<file path="config.mk">
export PLATFORM = sky130hd
export DESIGN_NAME = noc_demux_1x4
export DESIGN_NICKNAME = d
export VERILOG_FILES = /design/src/rtl/noc_pkg.sv /design/src/rtl/noc_port_fifo.sv /design/src/rtl/noc_demux_1x4.sv
export SDC_FILE = /design/constraint.sdc
export NUM_CORES = 1
export LEC_CHECK = 0
export CAP_MARGIN = 25
export CORE_ASPECT_RATIO = 1.2
export CORE_MARGIN = 10
export CORE_UTILIZATION = 35
export CTS_BUF_LIST = sky130_fd_sc_hd__clkbuf_4
export CTS_CLUSTER_DIAMETER = 150
export CTS_CLUSTER_SIZE = 14
export DETAILED_ROUTE_END_ITERATION = 10
export GPL_TIMING_DRIVEN = 1
export PLACE_DENSITY_LB_ADDON = 0.12
export SLEW_MARGIN = 20
export SYNTH_ARGS = -nofsm -noshare
export SYNTH_HDL_FRONTEND = slang
export SYNTH_SLANG_ARGS = --single-unit
</file>
<file path="constraint.sdc">
create_clock -name clk -period 2.12 [get_ports clk]
set_clock_uncertainty 0.05 [all_clocks]
set_input_delay 0.318 -clock clk [delete_from_list [all_inputs] [get_ports clk]]
set_output_delay 0.318 -clock clk [all_outputs]
set_load 0.05 [all_outputs]
</file>
<file path="src/rtl/noc_pkg.sv">
// noc_pkg: shared port count, mask/bus types and counter widths for the NoC demux.
package noc_pkg;
    localparam int NUM_PORTS      = 4;
    localparam int DROP_CNT_W     = 8;
    localparam int DEF_DATA_WIDTH = 16;
    typedef logic [NUM_PORTS-1:0] dest_mask_t;
    typedef logic [NUM_PORTS*DEF_DATA_WIDTH-1:0] out_bus_t;
endpackage

</file>
<file path="src/rtl/noc_port_fifo.sv">
// noc_port_fifo: per-port FIFO with wrap-bit pointers; storage clears on reset.
module noc_port_fifo #(
    parameter int DATA_WIDTH = 16,
    parameter int FIFO_DEPTH = 2
) (
    input  logic                  clk,
    input  logic                  rst_n,
    input  logic                  push,
    input  logic [DATA_WIDTH-1:0] push_data,
    input  logic                  pop,
    output logic [DATA_WIDTH-1:0] head_data,
    output logic                  full,
    output logic                  empty
);
    localparam int AW = $clog2(FIFO_DEPTH);
    logic [DATA_WIDTH-1:0] r_mem [FIFO_DEPTH];
    logic [AW:0]           r_wr_ptr;
    logic [AW:0]           r_rd_ptr;
    always_ff @(posedge clk or negedge rst_n) begin
        if (!rst_n) begin
            for (int k = 0; k < FIFO_DEPTH; k++) r_mem[k] <= '0;
            r_wr_ptr <= '0;
            r_rd_ptr <= '0;
        end else begin
            if (push && !full) begin
                r_mem[r_wr_ptr[AW-1:0]] <= push_data;
                r_wr_ptr <= r_wr_ptr + 1'b1;
            end
            if (pop && !empty) r_rd_ptr <= r_rd_ptr + 1'b1;
        end
    end
    assign empty     = r_wr_ptr == r_rd_ptr;
    assign full      = (r_wr_ptr[AW] != r_rd_ptr[AW]) && (r_wr_ptr[AW-1:0] == r_rd_ptr[AW-1:0]);
    assign head_data = r_mem[r_rd_ptr[AW-1:0]];
endmodule

</file>
<file path="src/rtl/noc_demux_1x4.sv">
// noc_demux_1x4: atomic unicast/multicast demux of one stream into four buffered output ports.
module noc_demux_1x4
    import noc_pkg::*;
#(
    parameter int DATA_WIDTH = 16,
    parameter int FIFO_DEPTH = 2
) (
    input  logic                            clk,
    input  logic                            rst_n,
    input  logic [DATA_WIDTH-1:0]           in_data,
    input  logic [NUM_PORTS-1:0]            in_dest,
    input  logic                            in_valid,
    output logic                            in_ready,
    output logic [NUM_PORTS*DATA_WIDTH-1:0] out_data,
    output logic [NUM_PORTS-1:0]            out_valid,
    input  logic [NUM_PORTS-1:0]            out_ready,
    output logic                            err_zero_dest,
    output logic [DROP_CNT_W-1:0]           drop_count
);
    dest_mask_t w_full;
    dest_mask_t w_empty;
    dest_mask_t w_push;
    dest_mask_t w_pop;
    logic       w_fire;
    // Ready uses only registered full flags, so out_ready never reaches in_ready.
    assign in_ready  = rst_n & (&(~in_dest | ~w_full));
    assign w_fire    = in_valid & in_ready;
    assign w_push    = {NUM_PORTS{w_fire}} & in_dest;
    assign w_pop     = ~w_empty & out_ready;
    assign out_valid = ~w_empty;
    for (genvar g = 0; g < NUM_PORTS; g++) begin : gen_port
        noc_port_fifo #(
            .DATA_WIDTH(DATA_WIDTH),
            .FIFO_DEPTH(FIFO_DEPTH)
        ) u_fifo (
            .clk      (clk),
            .rst_n    (rst_n),
            .push     (w_push[g]),
            .push_data(in_data),
            .pop      (w_pop[g]),
            .head_data(out_data[g*DATA_WIDTH +: DATA_WIDTH]),
            .full     (w_full[g]),
            .empty    (w_empty[g])
        );
    end
    always_ff @(posedge clk or negedge rst_n) begin
        if (!rst_n) begin
            err_zero_dest <= 1'b0;
            drop_count    <= '0;
        end else if (w_fire && in_dest == '0) begin
            err_zero_dest <= 1'b1;
            drop_count    <= (drop_count == '1) ? drop_count : drop_count + 1'b1;
        end
    end
endmodule

</file>
# Word-level counts from Yosys, hierarchy flattened
# Index checks and enable logic that the tools add are counted.
dict set report totals {
  ff_bits 153
  input_bits 27
  out_inout_bits 78
  wordCells 121
}
dict set report classes {
  add_sub_neg 9
  order_cmp 12
  n_eq_ne 13
  mux 24
  bitwise_logic 17
  reduce_logical 28
}
# cell n
set ops {}
lappend ops {{16-bit 2-to-1 mux} 16}
lappend ops {{32-bit bitwise mux} 4}
lappend ops {{16-bit demux with 1-bit select} 4}
lappend ops {{1-bit logical AND} 17}
lappend ops {{2-bit by 1-bit adder with 2-bit output (second input constant)} 8}
lappend ops {{2-bit >= comparator (second input constant)} 8}
lappend ops {{1-bit NOT with 2-bit output} 8}
lappend ops {{4-bit NOT} 3}
lappend ops {{8-bit by 1-bit adder with 8-bit output (second input constant)} 1}
lappend ops {{4-bit bitwise AND} 2}
lappend ops {{2-bit == test} 4}
lappend ops {{8-bit == test (second input constant)} 1}
lappend ops {{1-bit zero test} 8}
lappend ops {{2-bit by 1-bit less-than comparator with 1-bit output (second input constant)} 4}
lappend ops {{1-bit == test} 4}
lappend ops {{4-bit zero test} 1}
lappend ops {{1-bit inequality test} 4}
lappend ops {{4-bit bitwise OR} 1}
lappend ops {{4-bit AND reduction} 1}
lappend ops {{1-bit bitwise AND} 2}
lappend ops {{2-bit AND reduction} 1}
lappend ops {{1-bit NOT} 1}

# Longest topological paths before layout
# Gate-level depths: netlist (run 1).
dict set report depth {
  ltp_word 9
  depth_mapped 6
  depth_no_buf 4
}

# Hierarchy
# Synthesis (run 1) repeated with hierarchy kept, for this count alone.
dict set report hier_totals {
  hier_cells 504
  area_unflattened_um2 7053.0
}
# mod instances cells_each area_per_inst_um2 seq_area_each_um2
set by_module_without_submodules {}
lappend by_module_without_submodules {{noc_port_fifo (gen_port[0].u_fifo ...)} 3 112 1621.6 900.9}
lappend by_module_without_submodules {{noc_port_fifo (gen_port[3].u_fifo)} 1 111 1626.6 900.9}
lappend by_module_without_submodules {noc_demux_1x4 1 57 561.8 225.2}

# Worst setup path before layout (run 1)
# No wires, ideal clock.
dict set report synth_timing {
  kind {register to register}
  from {register gen_port[1].u_fifo.r_rd_ptr[0]}
  to {register gen_port[2].u_fifo.r_mem[22] (netlist bit)}
  setup_time_ns 0.125
  t_arrival_ns 1.914
  required_ns 1.945
  path_slack_ns 0.031
  path_stages_with_launch 7
  n_path_buf 2
  period_less_slack_ns 2.089
  path_cell_list {dfrtp_1 -> buf_4 -> xnor2_1 -> nand3_2 -> nand4_2 -> buf_4 -> mux2_2}
}
dict set report synth_via {
  elab_chain_len 9
}
# item line
set synth_rtl {}
lappend synth_rtl {{start: declaration} noc_port_fifo.sv:18} ;# logic [AW:0] r_rd_ptr;
lappend synth_rtl {{start signal: assignment} noc_port_fifo.sv:29} ;# if (pop && !empty) r_rd_ptr <= r_rd_ptr + 1'b1;
lappend synth_rtl {{1-bit == test} noc_port_fifo.sv:33} ;# assign full = (r_wr_ptr[AW] != r_rd_ptr[AW]) && (r_wr_ptr[AW-1:0] == r_rd_ptr[AW-1:0]);
lappend synth_rtl {{1-bit logical AND} noc_port_fifo.sv:33}
lappend synth_rtl {{4-bit NOT} noc_demux_1x4.sv:26} ;# assign in_ready = rst_n & (&(~in_dest | ~w_full));
lappend synth_rtl {{4-bit bitwise OR} noc_demux_1x4.sv:26}
lappend synth_rtl {{4-bit AND reduction} noc_demux_1x4.sv:26}
lappend synth_rtl {{1-bit bitwise AND} noc_demux_1x4.sv:26}
lappend synth_rtl {{1-bit bitwise AND} noc_demux_1x4.sv:27} ;# assign w_fire = in_valid & in_ready;
lappend synth_rtl {{4-bit bitwise AND} noc_demux_1x4.sv:28} ;# assign w_push = {NUM_PORTS{w_fire}} & in_dest;
lappend synth_rtl {{1-bit logical AND} noc_port_fifo.sv:25} ;# if (push && !full) begin
lappend synth_rtl {{end signal: indexed assignment} noc_port_fifo.sv:26} ;# r_mem[r_wr_ptr[AW-1:0]] <= push_data;
lappend synth_rtl {{end: declaration} noc_port_fifo.sv:16} ;# logic [DATA_WIDTH-1:0] r_mem [FIFO_DEPTH];
# Every way passes these cells.
# A chain may end at the register's enable or synchronous reset.

# Final worst setup path (run 1)
dict set report layout_timing {
  from {register gen_port[0].u_fifo.r_rd_ptr[0]}
  to {output port out_valid[0]}
}
dict set report layout_via {
  elab_chain_len 2
}
# item line
set layout_rtl {}
lappend layout_rtl {{start: declaration} noc_port_fifo.sv:18}
lappend layout_rtl {{start signal: assignment} noc_port_fifo.sv:29}
lappend layout_rtl {{2-bit == test} noc_port_fifo.sv:32} ;# assign empty = r_wr_ptr == r_rd_ptr;
lappend layout_rtl {{4-bit NOT} noc_demux_1x4.sv:30} ;# assign out_valid = ~w_empty;
lappend layout_rtl {{end: declaration} noc_demux_1x4.sv:15} ;# output logic [NUM_PORTS-1:0] out_valid,
# Every way passes these cells.

==> results of run 1 <==
cell type report:
class / count / area, sq um / share of cell area
clock buffers: 20 / 150 / 0.0151
multi-input cells: 296 / 3510 / 0.353
inverters: 4 / 15.0 / 0.00151
clock inverters: 12 / 146 / 0.0147
diodes: 1 / 2.50 / 0.000252
flip-flops and latches: 153 / 3840 / 0.386
repair buffers: 169 / 1950 / 0.196
well taps: 261 / 327 / 0.0329
worst max path at each step:
stage	end	slack, ns	depth (start not counted)
floorplan	gen_port[2].u_fifo.r_mem[22]	0.03	6
global placement	gen_port[0].u_fifo.r_mem[23]	-0.20	6
detailed placement	gen_port[0].u_fifo.r_mem[26]	-0.22	6
CTS	out_data[19]	-0.17	3
global route	out_valid[0]	-0.17	4
finish	out_valid[0]	-0.07	4
placed cells by master, fill, tap and decap left out, types with 2 or more instances in the layout:
cell	count
a2111oi_2	2
a2111oi_4	2
a21oi_1	7
buf_12	15
buf_4	46
buf_6	43
buf_8	27
bufinv_16	3
clkbuf_16	3
clkbuf_4	20
clkdlybuf4s50_1	25
clkinv_1	2
clkinv_2	3
dfrtp_1	146
dfrtp_2	7
dlygate4sd2_1	9
inv_1	4
inv_6	3
mux2_2	111
mux2_4	84
nand2_1	7
nand2_2	2
nand2b_1	2
nand3_1	9
nand3_4	4
nand4_1	8
nand4_2	8
nor2_1	2
nor3_1	4
or2b_4	2
xnor2_1	16
xnor2_2	2
xnor2_4	4
xor2_1	5
xor2_2	2
xor2_4	2
what timing repair did:
action                                  CTS  global route
hold buffers                              1             0
gates cloned                              4             1
gates resized for setup                 139            85
endpoints found under the setup margin   78            83
pin swaps                                 6             8
setup buffers                            12            16
hold endpoints to repair                 30             0
stage by stage:
step	setup WS, ns	cells	hold slack, ns
after CTS	-0.167	903	0.0212
after detailed placement	-0.221	854	0.0756
after global placement	-0.201	854	0.0774
final	-0.0719	916	0.0920
after floorplan	0.0311	469	-0.0276
after global routing	-0.170	916	0.0292
worst max-delay path: cells and delay by family (launching register included):
kind          cells  cell delay [ns]
simple gates      1             0.27
buf+inv           2             0.28
xor+xnor          1             0.23
flops             1             0.50
cells by family after synthesis:
logic type / count (synthesis) / synth area share
and+or+nand+nor: 56 / 0.0531
xor gates and xnor gates: 31 / 0.0388
muxes: 195 / 0.324
DFF: 153 / 0.547
adders and majority gates: 1 / 0.00179
AOI/OAI and AO/OA: 13 / 0.0155
buffers and inverters: 20 / 0.0200
registers in the layout, summed over array words and instances (netlist names):
signal and cells:
drop_count 8, err_zero_dest 1, gen_port.u_fifo.r_mem 128, gen_port.u_fifo.r_rd_ptr 8
gen_port.u_fifo.r_wr_ptr 8
metal layers:
metal / track usage / wire length, microns / up-vias
met5: 0 / 0 / -
met4: 0.0381 / 222 / 0
met3: 0.0419 / 870 / 14
met2: 0.248 / 9600 / 77
met1: 0.168 / 7780 / 2300
li1: - / - / 2057
==> summary.txt, run 1 <==
Status - finished with violations
Failing checks - negative setup slack
Count leader, synth - mux2_2
Placed cell area - 8480 sq um
Max H-tree Level - 4
WL final - 18.5 mm
Worst Path Max Fanout - 3
Core Region - 19600 sq um
Sequential fraction of the synthesis area - 0.547
Req. time, crit path - 1.75 ns
Net count after synthesis - 497
Synth cell count leaders - mux2_2, dfrtp_1, xnor2_1
Largest net degree at the start of global routing - 85
Hold Vio Cnt, Final - 0
Final setup TNS - -0.246 ns
Final Cycle Share - 1.03
Setup crit start kind - flop
Slew margin rel. - 0.482
Die Ht - 175 microns
Vias in the first global route - 4837
Nets@finish - 669
Min cycle time layout - 2.19 ns
Critical path class - reg2out
Antenna viol nets, final - 0
DRC viols - 0
Ys flop type - dfrtp_1
CP max stage delay - 0.50 ns
RR Startpoint - gen_port[0].u_fifo.r_rd_ptr[0]
Placer Congestion - 0.783
HPWL after detailed placement - 12.1 mm
Num rows - 56
# Max-Cap Violations - 0
Area contributors post-synth - dfrtp_1, mux2_2, mux2_4, xnor2_1, nand4_2
Die Wd - 149 microns
Ports - 105
Vias per inst - 4.86
Area Overhead vs Synth - 41.8%
Avg WL per Cell - 20.2 microns
CP Cell Sequence - xnor2_4, buf_6, or2b_4, buf_12
Die footprint - 26100 sq um
Congestion Overflow GR - 0
Post-route setup slack - -0.0719 ns
Root Driver - clkbuf_4
CP Launch Point - gen_port[0].u_fifo.r_rd_ptr[0]
IO buf count - 104
Final setup viols - 10
Synth Cell Area - 7000 sq um
CTS Sinks - 153
Post-synth top area share - 0.547
Hold WC Path Type - in2async
Worst-skew pair later-pin latency - 0.54 ns
CTS tree - done
Crit path max-delay cell type - dfrtp_2
Fmax - 0.456 GHz
Reg2Reg Setup Slack - 0.09 ns
Number of synthesized flops with an enable pin - 0
Num CTS Buffers - 17
Post-Syn Area per Cell - 14.9 sq um
Synth cell types - 29
Initial Util - 0.357
DRT Pass-1 Iters - 4
FF-to-FF End - gen_port[0].u_fifo.r_mem[28]
Filler instances - 1735
Cell accounting for the most synthesized area - dfrtp_1
Yosys reg bits - 153
Mapped Cells - 469
CP Capture Type - output pin
Gr usage total - 0.143
Ys Warns - 0
Routed via count - 4448
First-pass GRT wire length - 28.7 mm
Worst Tran Pin Value - 0.777 ns
Initial antenna violation count - 1
Post-layout instance area - 9930 sq um
RSZ-0062 raised after global routing - true
1st-iter DRT viols - 175
Layout cells sized above 1 - 0.610
Async S/R FF share, synth - 1.00
Utilization after layout - 0.506
Crit path DAT - 1.82 ns
Cells on worst reg2reg path - 6
Deepest clock path buffer count - 2
Max Slew Vio Count - 0
Clk slew on worst S/H paths - 0.12 ns
Power of run 1 is not shown: default switching activity piles up to over one toggle a cycle in this logic, so the estimate is an artifact.
==> inputs of run 2 (changes only) <==
--- a/config.mk
+++ b/config.mk
@@ -5,10 +5,10 @@
 export SDC_FILE = /design/constraint.sdc
 export NUM_CORES = 1
 export LEC_CHECK = 0
-export CAP_MARGIN = 25
+export CAP_MARGIN = 20
 export CORE_ASPECT_RATIO = 1.2
 export CORE_MARGIN = 10
-export CORE_UTILIZATION = 35
+export CORE_UTILIZATION = 51
 export CTS_BUF_LIST = sky130_fd_sc_hd__clkbuf_4
 export CTS_CLUSTER_DIAMETER = 150
 export CTS_CLUSTER_SIZE = 14
==> summary.txt, run 2 (synthesized netlist as in run 1, its figures left out) <==
Critical path class - reg2out
Min cycle time layout - 2.21 ns
IO buf count - 104
Final setup viols - 35
Largest net degree at the start of global routing - 77
Most common cell after layout, fill and taps aside - dfrtp_1
Req. time, crit path - 1.75 ns
Nets@finish - 664
Initial antenna violation count - 1
Hold WC Path Type - in2async
Vias per inst - 5.53
DRC viols - 0
Initial Util - 0.525
Worst Path Max Fanout - 3
Post-Place Setup Slack - -0.169 ns
Post-route setup slack - -0.0905 ns
WL final - 18.0 mm
Crit path DAT - 1.84 ns
RR Startpoint - gen_port[1].u_fifo.r_rd_ptr[0]
Area Overhead vs Synth - 40.6%
Root Driver - clkbuf_4
Deepest clock path buffer count - 2
CP Cell Sequence - xnor2_4, buf_6, or2b_4, buf_12
Avg WL per Cell - 22.0 microns
Crit path max-delay cell type - dfrtp_2
Antenna viol nets, final - 0
1st-iter DRT viols - 314
Vias in the first global route - 5032
CP Launch Point - gen_port[0].u_fifo.r_rd_ptr[0]
Routed via count - 4515
First-pass GRT wire length - 28.4 mm
Gr usage total - 0.192
# Max-Cap Violations - 0
Die Wd - 127 microns
Utilization after layout - 0.738
Final setup TNS - -1.44 ns
Die footprint - 18800 sq um
Fmax - 0.452 GHz
Num CTS Buffers - 17
DRT Pass-1 Iters - 4
Num rows - 46
CP Capture Type - output pin
CTS Sinks - 153
Clk slew on worst S/H paths - 0.12 ns
Max Slew Vio Count - 0
WP buf/inv - 2
Critical Path Stages - 4
Slew margin rel. - 0.373
Failing checks - negative setup slack
Max H-tree Level - 4
Congestion Overflow GR - 0
Top Family by Delay on Critical Path - flip-flops
Core Region - 13400 sq um
Layout cells sized above 1 - 0.601
Status - finished with violations
Hold Vio Cnt, Final - 0
Ports - 105
Worst Tran Pin Value - 0.941 ns
Commonest cells after routing, fill and taps aside - dfrtp_1, mux2_2, mux2_4
Cells on worst reg2reg path - 6
Final Cycle Share - 1.04
Worst-skew pair later-pin latency - 0.56 ns
CTS tree - done
CP max stage delay - 0.48 ns
Max FFs per register - 128
Reg with most FFs - gen_port.u_fifo.r_mem
Setup crit start kind - flop
HPWL after detailed placement - 11.4 mm
RSZ-0062 raised after global routing - true
Placer Congestion - 0.759
Die Ht - 148 microns
[run 2: changes by cell type in the layout (fill, tap and decap cells not counted), sizes merged]
cell,before,now
buf,131,127
bufinv,3,5
clkinvlp,1,0
clkbuf,23,20
clkinv,5,7
inv,7,4
[run 2: metrics by stage]
stage / instances / cell area (sq um) / hold slack (ns)
floorplan: 469 / 7000 / -0.0276
global route: 816 / 9850 / 0.202
detailed placement: 761 / 8370 / 0.229
global placement: 761 / 8370 / 0.228
CTS: 810 / 9470 / 0.185
finish: 816 / 9850 / 0.210
[run 2: per-layer routing]
metal  track usage  share of wire  wire [microns]  vias to the layer above
met5             0              0               0                        -
met2         0.321           0.51            9220                      119
met3        0.0505          0.047             842                       29
met4        0.0758          0.024             439                        0
li1              -              -               -                     2041
met1         0.231           0.42            7490                     2326
[run 2: worst paths after layout]
path / to / slack [ns]
max: out_valid[0] / -0.09
min: gen_port[1].u_fifo.r_mem[3] / 0.21
max reg2reg: gen_port[1].u_fifo.r_mem[28] / 0.07
min reg2reg: err_zero_dest / 0.44
max in group asynchronous: gen_port[0].u_fifo.r_rd_ptr[0] / 0.60
min in group clk: gen_port[1].u_fifo.r_rd_ptr[0] / 0.31
[run 2: worst min-delay path, stage by stage]
cell,delay [ns]
dlygate4sd3_1,0.55
buf_6,0.12
buf_12,0.22
[run 2: cell type report]
type	instances	area, sq um
antenna	1	2.50
clock buffer	18	135
clock inverter	12	181
fill	860	3500
inverter	4	15.0
multi-input combinational	296	3460
sequential	153	3840
tap	168	210
timing repair buffer	164	2010
[run 2: repair_timing]
action / in CTS / in global routing
hold endpoints to repair: 77 / 0
hold buffers: 1 / 0
buffers inserted: 14 / 5
resized for setup: 152 / 81
cloned: 4 / 2
pin swaps: 9 / 4
setup endpoints to repair: 78 / 101
Power of run 2 is left out for the same reason.
==> inputs of run 3 (changes only) <==
==> constraint.sdc (replaced) <==
create_clock -name clk -period 2.12 [get_ports clk]
set_clock_uncertainty 0.05 [all_clocks]
set_input_delay 0.424 -clock clk [delete_from_list [all_inputs] [get_ports clk]]
set_output_delay 0.424 -clock clk [all_outputs]
set_load 0.05 [all_outputs]
==> summary.txt, run 3 (synthesized netlist as in run 1, its figures left out) <==
Top Family by Delay on Critical Path - flip-flops
Hold WC Path Type - in2async
Critical path class - reg2out
IO buf count - 104
Worst Path Max Fanout - 3
Req. time, crit path - 1.65 ns
Deepest clock path buffer count - 2
Die Wd - 127 microns
Routed via count - 4604
CP max stage delay - 0.48 ns
CTS Sinks - 153
Clk slew on worst S/H paths - 0.12 ns
Post-Place Setup Slack - -0.277 ns
First-pass GRT wire length - 28.1 mm
DRC viols - 0
Max H-tree Level - 4
Core Region - 13400 sq um
Die footprint - 18800 sq um
Num CTS Buffers - 17
RSZ-0062 raised after global routing - true
# Max-Cap Violations - 0
WL final - 17.9 mm
Vias in the first global route - 5062
Fmax - 0.446 GHz
Avg WL per Cell - 21.5 microns
Crit path max-delay cell type - dfrtp_2
Hold Vio Cnt, Final - 0
Worst Tran Pin Value - 0.514 ns
Max FFs per register - 128
RR Startpoint - gen_port[1].u_fifo.r_rd_ptr[0]
Gr usage total - 0.189
WP buf/inv - 2
FF-to-FF End - gen_port[1].u_fifo.r_mem[27]
Status - finished with violations
Setup crit start kind - flop
1st-iter DRT viols - 297
Failing checks - negative setup slack
Initial Util - 0.525
Die Ht - 148 microns
Final setup viols - 67
Reg2Reg Setup Slack - 0.05 ns
# diodes - 0
Worst-skew pair later-pin latency - 0.55 ns
Post-route setup slack - -0.122 ns
Filler instances - 870
Vias per inst - 5.53
Nets@finish - 680
Utilization after layout - 0.729
Layout cells sized above 1 - 0.611
Min cycle time layout - 2.24 ns
Final setup TNS - -4.07 ns
Root Driver - clkbuf_4
Antenna viol nets, final - 0
Commonest cells after routing, fill and taps aside - dfrtp_1, mux2_2, mux2_4
Placer Congestion - 0.797
Ports - 105
Most common cell after layout, fill and taps aside - dfrtp_1
Initial antenna violation count - 0
Area Overhead vs Synth - 39.0%
CP Capture Type - output pin
Congestion Overflow GR - 0
Reg with most FFs - gen_port.u_fifo.r_mem
Largest net degree at the start of global routing - 91
Final Cycle Share - 1.06
Slew margin rel. - 0.659
Cells on worst reg2reg path - 7
Num rows - 46
Max Slew Vio Count - 0
CP Cell Sequence - xnor2_2, buf_4, nand3_4, nand2_2, nor2_4, buf_12
DRT Pass-1 Iters - 4
CTS tree - done
HPWL after detailed placement - 11.4 mm
Crit path DAT - 1.77 ns
-- run 3: cell types whose count changed in the layout (fill, tap and decap cells not counted), moves of 5 or more --
cell / delta
mux2_2: +10
buf_6: +14
mux2_4: -10
buf_4: +20
buf_8: -19
bufinv_16: -5
-- run 3: tightest hold or removal path, stage by stage --
cell,delay [ns]
buf_6,0.08
buf_4,0.18
buf_12,0.42
-- run 3: through the flow --
stage | instances | hold WS (ns) | area, sq um
CTS | 819 | 0.0269 | 9380
global placement | 761 | 0.349 | 8390
detailed placement | 761 | 0.347 | 8390
global route | 833 | 0.0697 | 9740
floorplan | 469 | 0.0784 | 7010
finish | 833 | 0.0627 | 9740
-- run 3: how the worst max path moves through the flow --
stage / start / end / slack (ns) / cells past startpoint
after floorplan: gen_port[1].u_fifo.r_rd_ptr[0] / gen_port[2].u_fifo.r_mem[22] / 0.03 / 6
after global placement: in_valid / gen_port[0].u_fifo.r_mem[27] / -0.24 / 6
after detailed placement: in_valid / gen_port[3].u_fifo.r_mem[23] / -0.28 / 6
after CTS: gen_port[3].u_fifo.r_rd_ptr[0] / in_ready / -0.22 / 5
after global routing: gen_port[0].u_fifo.r_rd_ptr[0] / in_ready / -0.19 / 6
final: gen_port[0].u_fifo.r_rd_ptr[0] / in_ready / -0.12 / 6
-- run 3: routing by layer --
| metal | track usage | vias up | routed length, microns |
|---|---|---|---|
| met5 | 0 | - | 0 |
| met4 | 0.0741 | 0 | 357 |
| met3 | 0.0477 | 21 | 851 |
| met2 | 0.322 | 101 | 9400 |
| met1 | 0.223 | 2411 | 7290 |
| li1 | - | 2071 | - |
-- run 3: final cells by class --
type / count / area [sq um] / area share
clock buffers: 20 / 150 / 0.0154
clock inverters: 12 / 60.1 / 0.00617
repair buffers: 180 / 2010 / 0.206
multi-input cells: 296 / 3460 / 0.355
flip-flops and latches: 153 / 3840 / 0.394
well taps: 168 / 210 / 0.0216
inverters: 4 / 15.0 / 0.00154
-- run 3: repair_timing --
action | CTS | global route
setup buffers | 22 | 18
endpoints found under the setup margin | 78 | 110
pin swaps | 10 | 8
gates cloned | 3 | 0
hold buffers | 2 | 0
resized for setup | 131 | 75
endpoints found under the hold margin | 7 | 0
Power of run 3 is left out for the same reason.
